`config.mk`:
```
export PLATFORM = sky130hd
export DESIGN_NAME = decode_stage_flat
export DESIGN_NICKNAME = d
export VERILOG_FILES = /design/src/rtl/decode_stage.sv /design/src/rtl/decode_stage_if.sv /design/src/flat_wrapper.sv
export SDC_FILE = /design/constraint.sdc
export NUM_CORES = 1
export LEC_CHECK = 0
export CORE_AREA = 2 2 117 119
export CTS_BUF_LIST = sky130_fd_sc_hd__clkbuf_8
export DETAILED_ROUTE_END_ITERATION = 7
export DIE_AREA = 0 0 119 121
export PLACE_DENSITY = 0.81
export REMOVE_ABC_BUFFERS = 1
export SLEW_MARGIN = 20
export SYNTH_ARGS = -nofsm -noshare
export SYNTH_HDL_FRONTEND = slang
export SYNTH_SLANG_ARGS = --single-unit
```
`constraint.sdc`:
```
create_clock -name clk -period 5.31 [get_ports clk]
set_input_delay 0.7965 -clock clk [delete_from_list [all_inputs] [get_ports clk]]
set_output_delay 0.7965 -clock clk [all_outputs]
set_load 0.03 [all_outputs]
```
`src/rtl/decode_stage.sv`:
```
// RV32I decode stage: combinational decode of the offered word, captured into
// a single-entry pipeline register with back-pressure, flush and reset.
package decode_pkg;
  typedef enum logic [2:0] {
    ADDER_OP   = 3'd0,
    LUI_OP     = 3'd1,
    COMP_OP    = 3'd2,
    XOR_OP     = 3'd3,
    OR_OP      = 3'd4,
    AND_OP     = 3'd5,
    SHIFTER_OP = 3'd6
  } alu_op_t;

  typedef enum logic [2:0] {
    c_BEQ  = 3'd0,
    c_BNE  = 3'd1,
    c_BLT  = 3'd2,
    c_BGE  = 3'd3,
    c_BLTU = 3'd4,
    c_BGEU = 3'd5,
    c_SLT  = 3'd6,
    c_SLTU = 3'd7
  } comp_t;

  typedef struct packed {
    alu_op_t     alu_op;
    comp_t       comp_op;
    logic        is_imm;
    logic        is_store_op;
    logic        is_auipc;
    logic        subtract;
    logic        shift_right;
    logic        shift_arith;
    logic [31:0] imm_i;
    logic [31:0] imm_s;
    logic [31:0] imm_b;
    logic [31:0] imm_u;
    logic [31:0] imm_j;
    logic [4:0]  rs1;
    logic [4:0]  rs2;
    logic [4:0]  rd;
    logic        rd_we;
    logic        is_load;
    logic        is_branch;
    logic        is_jal;
    logic        is_jalr;
    logic [2:0]  funct3;
    logic        illegal;
  } ctrl_t;
endpackage

module decode_stage
  import decode_pkg::*;
#(
  parameter bit SUPPRESS_X0_WE = 1'b1,
  parameter bit FENCE_AS_NOP   = 1'b1
) (
  input  logic         clk,
  input  logic         reset,
  input  logic         flush,
  decode_stage_if.slave bus,
  output alu_op_t      alu_op,
  output comp_t        comp_op,
  output logic         is_imm,
  output logic         is_store_op,
  output logic         is_auipc,
  output logic         subtract,
  output logic         shift_right,
  output logic         shift_arith,
  output logic [31:0]  imm_i,
  output logic [31:0]  imm_s,
  output logic [31:0]  imm_b,
  output logic [31:0]  imm_u,
  output logic [31:0]  imm_j,
  output logic [4:0]   rs1,
  output logic [4:0]   rs2,
  output logic [4:0]   rd,
  output logic         rd_we,
  output logic         is_load,
  output logic         is_branch,
  output logic         is_jal,
  output logic         is_jalr,
  output logic [2:0]   funct3,
  output logic         illegal
);

  localparam logic [6:0] OPC_LUI      = 7'b0110111;
  localparam logic [6:0] OPC_AUIPC    = 7'b0010111;
  localparam logic [6:0] OPC_OP_IMM   = 7'b0010011;
  localparam logic [6:0] OPC_OP       = 7'b0110011;
  localparam logic [6:0] OPC_BRANCH   = 7'b1100011;
  localparam logic [6:0] OPC_LOAD     = 7'b0000011;
  localparam logic [6:0] OPC_STORE    = 7'b0100011;
  localparam logic [6:0] OPC_JAL      = 7'b1101111;
  localparam logic [6:0] OPC_JALR     = 7'b1100111;
  localparam logic [6:0] OPC_MISC_MEM = 7'b0001111;

  logic [31:0] instr;
  logic [6:0]  opcode;
  logic [2:0]  f3;
  logic [6:0]  f7;
  logic        is_reg_op;
  logic        f7_base;
  logic        f7_alt;
  logic        accept;
  ctrl_t       ctrl_next;
  ctrl_t       ctrl_reg;
  logic        valid_reg;
  logic [31:0] pc_reg;

  assign instr     = bus.in_instr;
  assign opcode    = instr[6:0];
  assign f3        = instr[14:12];
  assign f7        = instr[31:25];
  assign is_reg_op = (opcode == OPC_OP);
  assign f7_base   = (f7 == 7'b0000000);
  assign f7_alt    = (f7 == 7'b0100000);

  assign bus.in_ready = ~valid_reg | bus.out_ready;
  assign accept       = bus.in_valid & bus.in_ready;

  always_comb begin
    ctrl_next         = '0;
    ctrl_next.alu_op  = ADDER_OP;
    ctrl_next.comp_op = c_BEQ;
    ctrl_next.imm_i   = {{20{instr[31]}}, instr[31:20]};
    ctrl_next.imm_s   = {{20{instr[31]}}, instr[31:25], instr[11:7]};
    ctrl_next.imm_b   = {{19{instr[31]}}, instr[31], instr[7], instr[30:25], instr[11:8], 1'b0};
    ctrl_next.imm_u   = {instr[31:12], 12'b0};
    ctrl_next.imm_j   = {{11{instr[31]}}, instr[31], instr[19:12], instr[20], instr[30:21], 1'b0};
    ctrl_next.rs1     = instr[19:15];
    ctrl_next.rs2     = instr[24:20];
    ctrl_next.rd      = instr[11:7];
    ctrl_next.funct3  = f3;

    case (opcode)
      OPC_LUI: begin
        ctrl_next.alu_op = LUI_OP;
        ctrl_next.rd_we  = 1'b1;
      end
      OPC_AUIPC: begin
        ctrl_next.is_auipc = 1'b1;
        ctrl_next.rd_we    = 1'b1;
      end
      OPC_OP_IMM, OPC_OP: begin
        // Register and immediate forms share one funct3 map; only funct7 rules differ.
        ctrl_next.is_imm = ~is_reg_op;
        ctrl_next.rd_we  = 1'b1;
        case (f3)
          3'b000: begin
            ctrl_next.subtract = is_reg_op & f7_alt;
            ctrl_next.illegal  = is_reg_op & ~(f7_base | f7_alt);
          end
          3'b001: begin
            ctrl_next.alu_op  = SHIFTER_OP;
            ctrl_next.illegal = ~f7_base;
          end
          3'b010: begin
            ctrl_next.alu_op   = COMP_OP;
            ctrl_next.comp_op  = c_SLT;
            ctrl_next.subtract = 1'b1;
            ctrl_next.illegal  = is_reg_op & ~f7_base;
          end
          3'b011: begin
            ctrl_next.alu_op   = COMP_OP;
            ctrl_next.comp_op  = c_SLTU;
            ctrl_next.subtract = 1'b1;
            ctrl_next.illegal  = is_reg_op & ~f7_base;
          end
          3'b100: begin
            ctrl_next.alu_op  = XOR_OP;
            ctrl_next.illegal = is_reg_op & ~f7_base;
          end
          3'b101: begin
            ctrl_next.alu_op      = SHIFTER_OP;
            ctrl_next.shift_right = 1'b1;
            ctrl_next.shift_arith = instr[30];
            ctrl_next.illegal     = ~(f7_base | f7_alt);
          end
          3'b110: begin
            ctrl_next.alu_op  = OR_OP;
            ctrl_next.illegal = is_reg_op & ~f7_base;
          end
          default: begin
            ctrl_next.alu_op  = AND_OP;
            ctrl_next.illegal = is_reg_op & ~f7_base;
          end
        endcase
      end
      OPC_BRANCH: begin
        ctrl_next.alu_op    = COMP_OP;
        ctrl_next.subtract  = 1'b1;
        ctrl_next.is_branch = 1'b1;
        case (f3)
          3'b000:  ctrl_next.comp_op = c_BEQ;
          3'b001:  ctrl_next.comp_op = c_BNE;
          3'b100:  ctrl_next.comp_op = c_BLT;
          3'b101:  ctrl_next.comp_op = c_BGE;
          3'b110:  ctrl_next.comp_op = c_BLTU;
          3'b111:  ctrl_next.comp_op = c_BGEU;
          default: ctrl_next.illegal = 1'b1;
        endcase
      end
      OPC_LOAD: begin
        ctrl_next.is_imm  = 1'b1;
        ctrl_next.is_load = 1'b1;
        ctrl_next.rd_we   = 1'b1;
        ctrl_next.illegal = (f3 == 3'b011) | (f3 == 3'b110) | (f3 == 3'b111);
      end
      OPC_STORE: begin
        ctrl_next.is_store_op = 1'b1;
        ctrl_next.illegal     = f3[2] | (f3 == 3'b011);
      end
      OPC_JAL: begin
        ctrl_next.is_jal = 1'b1;
        ctrl_next.rd_we  = 1'b1;
      end
      OPC_JALR: begin
        ctrl_next.is_imm  = 1'b1;
        ctrl_next.is_jalr = 1'b1;
        ctrl_next.rd_we   = 1'b1;
        ctrl_next.illegal = (f3 != 3'b000);
      end
      OPC_MISC_MEM: begin
        ctrl_next.illegal = ~FENCE_AS_NOP;
      end
      default: begin
        ctrl_next.illegal = 1'b1;
      end
    endcase

    // Illegal words still flow downstream so execute can trap, but must not
    // write registers or start memory/control-flow activity.
    if (ctrl_next.illegal) begin
      ctrl_next.rd_we       = 1'b0;
      ctrl_next.is_load     = 1'b0;
      ctrl_next.is_branch   = 1'b0;
      ctrl_next.is_jal      = 1'b0;
      ctrl_next.is_jalr     = 1'b0;
      ctrl_next.is_store_op = 1'b0;
    end
    if (SUPPRESS_X0_WE && (ctrl_next.rd == 5'd0)) begin
      ctrl_next.rd_we = 1'b0;
    end
  end

  always_ff @(posedge clk) begin
    if (reset) begin
      valid_reg <= 1'b0;
      ctrl_reg  <= '0;
      pc_reg    <= '0;
    end else begin
      if (flush) begin
        valid_reg <= 1'b0;
      end else if (accept) begin
        valid_reg <= 1'b1;
      end else if (bus.out_ready) begin
        valid_reg <= 1'b0;
      end
      // A flushed word is dropped entirely rather than captured invalid.
      if (accept && !flush) begin
        ctrl_reg <= ctrl_next;
        pc_reg   <= bus.in_pc;
      end
    end
  end

  assign bus.out_valid = valid_reg;
  assign bus.out_pc    = pc_reg;
  assign alu_op        = ctrl_reg.alu_op;
  assign comp_op       = ctrl_reg.comp_op;
  assign is_imm        = ctrl_reg.is_imm;
  assign is_store_op   = ctrl_reg.is_store_op;
  assign is_auipc      = ctrl_reg.is_auipc;
  assign subtract      = ctrl_reg.subtract;
  assign shift_right   = ctrl_reg.shift_right;
  assign shift_arith   = ctrl_reg.shift_arith;
  assign imm_i         = ctrl_reg.imm_i;
  assign imm_s         = ctrl_reg.imm_s;
  assign imm_b         = ctrl_reg.imm_b;
  assign imm_u         = ctrl_reg.imm_u;
  assign imm_j         = ctrl_reg.imm_j;
  assign rs1           = ctrl_reg.rs1;
  assign rs2           = ctrl_reg.rs2;
  assign rd            = ctrl_reg.rd;
  assign rd_we         = ctrl_reg.rd_we;
  assign is_load       = ctrl_reg.is_load;
  assign is_branch     = ctrl_reg.is_branch;
  assign is_jal        = ctrl_reg.is_jal;
  assign is_jalr       = ctrl_reg.is_jalr;
  assign funct3        = ctrl_reg.funct3;
  assign illegal       = ctrl_reg.illegal;

endmodule

```
`src/rtl/decode_stage_if.sv`:
```
// Fetch-to-execute handshake seen by the decode stage: the incoming
// instruction offer and the outgoing bundle valid/ready with its PC.
interface decode_stage_if;
  logic        in_valid;
  logic        in_ready;
  logic [31:0] in_instr;
  logic [31:0] in_pc;
  logic        out_valid;
  logic        out_ready;
  logic [31:0] out_pc;

  // master is the surrounding pipeline (fetch + execute), slave is the stage
  modport master (
    output in_valid, in_instr, in_pc, out_ready,
    input  in_ready, out_valid, out_pc
  );

  modport slave (
    input  in_valid, in_instr, in_pc, out_ready,
    output in_ready, out_valid, out_pc
  );
endinterface

```
`src/flat_wrapper.sv`:
```
// flat-port wrapper written by rule: the top's interface ports become plain ports
module decode_stage_flat import decode_pkg::*;
#(
  parameter bit SUPPRESS_X0_WE = 1'b1,
  parameter bit FENCE_AS_NOP   = 1'b1
)
  (clk, reset, flush, alu_op, comp_op, is_imm, is_store_op, is_auipc, subtract, shift_right, shift_arith, imm_i, imm_s, imm_b, imm_u, imm_j, rs1, rs2, rd, rd_we, is_load, is_branch, is_jal, is_jalr, funct3, illegal, bus_in_valid, bus_in_instr, bus_in_pc, bus_out_ready, bus_in_ready, bus_out_valid, bus_out_pc);
  decode_stage_if bus_i ();
  input  logic clk;
  input  logic reset;
  input  logic flush;
  output alu_op_t alu_op;
  output comp_t comp_op;
  output logic is_imm;
  output logic is_store_op;
  output logic is_auipc;
  output logic subtract;
  output logic shift_right;
  output logic shift_arith;
  output logic [31:0] imm_i;
  output logic [31:0] imm_s;
  output logic [31:0] imm_b;
  output logic [31:0] imm_u;
  output logic [31:0] imm_j;
  output logic [4:0] rs1;
  output logic [4:0] rs2;
  output logic [4:0] rd;
  output logic rd_we;
  output logic is_load;
  output logic is_branch;
  output logic is_jal;
  output logic is_jalr;
  output logic [2:0] funct3;
  output logic illegal;
  input wire logic [$bits(bus_i.in_valid)-1:0] bus_in_valid;
  input wire logic [$bits(bus_i.in_instr)-1:0] bus_in_instr;
  input wire logic [$bits(bus_i.in_pc)-1:0] bus_in_pc;
  input wire logic [$bits(bus_i.out_ready)-1:0] bus_out_ready;
  output wire logic [$bits(bus_i.in_ready)-1:0] bus_in_ready;
  output wire logic [$bits(bus_i.out_valid)-1:0] bus_out_valid;
  output wire logic [$bits(bus_i.out_pc)-1:0] bus_out_pc;
  assign bus_i.in_valid = bus_in_valid;
  assign bus_i.in_instr = bus_in_instr;
  assign bus_i.in_pc = bus_in_pc;
  assign bus_i.out_ready = bus_out_ready;
  assign bus_in_ready = bus_i.in_ready;
  assign bus_out_valid = bus_i.out_valid;
  assign bus_out_pc = bus_i.out_pc;
  decode_stage #(.SUPPRESS_X0_WE(SUPPRESS_X0_WE), .FENCE_AS_NOP(FENCE_AS_NOP)) u_core (.clk(clk), .reset(reset), .flush(flush), .bus(bus_i), .alu_op(alu_op), .comp_op(comp_op), .is_imm(is_imm), .is_store_op(is_store_op), .is_auipc(is_auipc), .subtract(subtract), .shift_right(shift_right), .shift_arith(shift_arith), .imm_i(imm_i), .imm_s(imm_s), .imm_b(imm_b), .imm_u(imm_u), .imm_j(imm_j), .rs1(rs1), .rs2(rs2), .rd(rd), .rd_we(rd_we), .is_load(is_load), .is_branch(is_branch), .is_jal(is_jal), .is_jalr(is_jalr), .funct3(funct3), .illegal(illegal));
endmodule
```
**After elaboration in Yosys (flattened, before gate mapping)**

Index checks and enable logic that the tools add are counted.

- Reductions and logical operators: 15
- Equal/unequal tests: 18
- Bitwise logic cells: 13
- Muxes and demuxes: 25

Operator list:

| cell | count |
|---|---|
| $pmux 3 s5 | 2 |
| $eq 7x6->1 const B | 4 |
| $eq 7x7->1 const B | 3 |
| $eq 7x5->1 const B | 2 |
| $eq 3x3->1 const B | 4 |
| $mux 1 | 12 |
| $pmux 3 s2 | 2 |
| $reduce_or 2->1 | 5 |
| $pmux 3 s3 | 1 |
| $eq 7x2->1 const B | 1 |
| $eq 7x4->1 const B | 1 |
| $logic_not 7->1 | 1 |
| $reduce_or 7->1 | 1 |
| $eq 3x2->1 const B | 2 |
| $pmux 1 s2 | 3 |
| $pmux 1 s6 | 1 |
| $reduce_or 6->1 | 1 |
| $logic_not 5->1 | 1 |
| $mux 5 | 1 |
| $or 1x1->1 | 5 |
| $and 1x1->1 | 4 |
| $mux 2 | 2 |
| $not 1->1 | 4 |
| $reduce_or 4->1 | 1 |
| other kinds (7) | 7 |

- Word-level logic and storage cells: 96
- Register bits after elaboration: 145
- Output and inout bits: 230
- Bits of input ports: 69

**Depth between registers and ports, before layout**

- Depth in word-level cells: 8
- Mapped depth: 7

**Least setup slack after synthesis**

No wires, ideal clock.

- Kind: reg-to-output
- Start point: reg u_core.imm_s[11] (netlist name)
- End point: out imm_b[13]
- Buffers on the path: 1
- Data arrival time: 2.049 ns
- Data required time: 4.513 ns
- Stages on the path, launching flop included: 2
- Setup slack: 2.465 ns
- Path through: dfxtp_1 buf_4

RTL lines:

| what | RTL line | source |
|---|---|---|
| end: declaration | flat_wrapper.sv:22 | `output logic [31:0] imm_b;` |

**Worst setup path in the final report**

- Start point: in bus_out_ready
- End point: out bus_in_ready

- Word-level cells in the longest chain between the ends: 1

RTL lines:

| what | RTL line | source |
|---|---|---|
| start: declaration | flat_wrapper.sv:38 | `input wire logic [$bits(bus_i.out_ready)-1:0] bus_out_ready;` |
| $or 1x1->1 | decode_stage.sv:119 | `assign bus.in_ready = ~valid_reg \| bus.out_ready;` |
| end: declaration | flat_wrapper.sv:39 | `output wire logic [$bits(bus_i.in_ready)-1:0] bus_in_ready;` |

Every way passes these cells.

==> results.md <==
* Status: finished, final reports clean
* Pleak at 2.19 nW
* Gr ovfl total at 0
* CTS tree: built
* Total power draw at 1.50 mW
* Chip height at 121 um
* Sum Neg Setup Slack at 0 ps
* Fin. max-slew vios at 0
* Post-synthesis sequential area ratio at 36.1%
* M1 GR Usage at between 10% and 20%
* H-tree levels at 3
* Fin. Hold Viols at 0
* Number of global-route vias before repair at 3,292
* Ys flop type: dfxtp_1
* Worst Setup End Kind: output pin
* Gpl congestion at 0.816
* Worst path slowest cell: clkdlybuf4s50_1
* Placed wire-length estimate at roughly 8800 um
* Placed inst area at between 6000 and 7000 um^2
* Num rows at between 40 and 50
* Unrepaired setup endpoints after global routing: no
* Cell Pwr Density at roughly 240 nW/um^2
* Post-route cell area at 6280 um^2
* Clk Tree Root Cell: clkbuf_8
* Final Util at ~48%
* Inserted Clock Buffers at 9
* Ant diodes at 0
* Fmax at 0.341 GHz
* Clock sinks at 76
* Hold-fix buffers, CTS at 0
* DR iter-0 viols at 245
* Core Area at 13,100 um^2
* Min-delay worst type: reg -> reg
* Crit path max-delay family: buffers and inverters
* Ys async rst share at 0%
* CP dominant cell by count: clkdlybuf4s50_1
* Max Root-Sink Buffers at 2
* # Post-CTS Setup Buffers at 0
* CP Launch Type: input pin
* Total GRT Usage at 15.7%
* # IOs at between 200 and 300
* Clock skew at 5.73 ps
* Drt via density at around 4.4
* Worst slew pin tran at approximately 900 ps
* Latest clock arrival within the worst-skew pair at 360 ps
* Area leader, netlist: dfxtp_1
* Unique cell type count in the Yosys netlist at 38
* Initial antenna violation count at 0
* Routed Antenna Nets at 0
* Synth warnings at 0
* Grt met2 use at 26.9%
* Top cell type's share of synthesized area at 36.1%
* Critical Path Max Stage Delay at 610 ps
* WP data arrival at 2130 ps
* Synth Area per Inst at 7.80 um^2
* Final Critical Period at 2930 ps
* Grt met3 use at 4.14%
* Clk slew on worst S/H paths at 90 ps
* Worst Path Required at 4510 ps
* Worst path cell trace: clkdlybuf4s50_1 > nor2b_1 > inv_1 > clkdlybuf4s50_1
* Max-cap violations at 0
* Mapped Cells at 540
* Die W at 119 um
* #FFs+latches synth at 76
* Routed len/inst at about 14 um
* Mapped Area at 4210 um^2
* Share of cells above drive strength 1 at 4.44%
* Layout Area Growth over Synthesis at 49.1%
* Global-route wire length before repair at 18,000 um
* Post-Route WL at 11,900 um
* Pre-antenna DRT Iters at 6
* Slew headroom at 39.5%
* Fin nets at 739
* Final setup viols at 0
* I/O Buffers at 284
* Number of flops mapped to enable cells by yosys at 0
* WS Path Type: in -> out
* Crit path max fanout at 3
* Pin count of the biggest net entering global routing at 77
* Drt drc at 0
* Worst path bufs/invs at 3
* Synth top area cells: dfxtp_1 (36%), buf_4 (28%), nand2_1 (11%), a21oi_1 (8.1%), clkbuf_1 (1.9%)
* FILL cells at 1,245
* Via count at 3,719
* DIE AREA at around 14,000 um^2
* Initial Util at 32.2%
* Gr busiest metal: met2
* Fin crit share at 55.2%
* Peak VDD IR at 0.112 mV
* CTS resizes at 0
[cells in the final DEF (no fill, tap or decap), types with 3 or more instances in the layout]
master	netlist	layout
o21ai_0	8	8
a32o_1	5	5
conb_1	1	14
nor2b_1	3	3
a21oi_1	68	68
buf_4	159	3
nand2_1	125	125
clkbuf_8	0	9
inv_1	4	4
nand3_1	5	5
clkdlybuf4s50_1	0	283
dfxtp_1	76	75
nand2b_1	7	7
nor3_1	11	11
nor2_1	16	16
[synth_stat cells, drive strengths merged, types with 3 or more instances]
library cell  count
nand3             5
dfxtp            76
nor2b             3
o21ai             8
a21oi            68
nand2           125
buf             161
inv               4
a32o              5
a211oi            4
nor2             16
clkbuf           21
nand2b            8
nor3             12
[power by group]
group          internal [mW]  switching (mW)  total (mW)
registers              0.592          0.0235       0.615
logic                  0.181           0.251       0.432
clock network          0.219           0.230       0.449
total                  0.992           0.504        1.50
[layout make-up]
cell class,instances,area (um^2),share of cell area (%)
repair buffers,288,2880,45.9
flip-flops and latches,76,1530,24.3
multi-input cells,291,1440,22.9
clock buffers,9,124,1.97
well taps,176,220,3.51
clock inverters,7,76.3,1.22
inverters,4,15.0,0.239
[sequential cells by signal, summed over array words and instances, names as in the netlist, 2 cells and up]
register,cells
u_core.imm_u,2
u_core.rd,4
u_core.funct3,2
u_core.rs1,4
u_core.comp_op,3
u_core.imm_s,8
u_core.rs2,4
u_core.alu_op,3
u_core.bus.out_pc,32
[worst reg2reg max path: stages (launching register included)]
cell	delay [ps]
dfxtp_1	310
nor2b_1	160
inv_1	80
nand3b_1	610
nor3_1	630
a32o_1	230
[through the flow]
stage,cells,hold WS (ps),worst slack (ps)
3_5_place_dp,835,446,2360
5_1_grt,851,475,2300
6_report,851,456,2380
3_3_place_gp,835,441,2390
2_1_floorplan,371,574,-10260
4_1_cts,851,457,2100
[metal layers]
metal / share of wire [%] / routed length, um
met1: 42 / 4940
met2: 51 / 6110
met3: 5.9 / 698
met4: 1.0 / 123
met5: 0 / 0
[cells by family (layout without fill, tap and decap cells)]
family / Yosys count / in the layout / synth area share [%]
buffers and inverters: 186 / 308 / 31.0
AND/OR/NAND/NOR: 179 / 179 / 18.5
AO/OA/AOI/OAI: 95 / 95 / 13.6
flip-flops: 76 / 76 / 36.1
multiplexers: 2 / 2 / 0.475
other: 1 / 14 / 0.0890
XOR/XNOR: 1 / 1 / 0.208
[path summary, 6_finish.rpt]
check	startpoint	to	slack (ps)	depth (start not counted)
worst min register to register	u_core.bus.out_pc[4]$_SDFFE_PP0P_	u_core.bus.out_pc[4]$_SDFFE_PP0P_	460	2
worst max register to register	u_core.bus.out_valid$_SDFFE_PP0P_	u_core.is_jalr$_SDFFE_PP0P_	3230	5
worst min-delay path	u_core.bus.out_pc[4]$_SDFFE_PP0P_	u_core.bus.out_pc[4]$_SDFFE_PP0P_	460	2
worst max-delay path	bus_out_ready	bus_in_ready	2380	4
(Power assumes the default switching activity.)
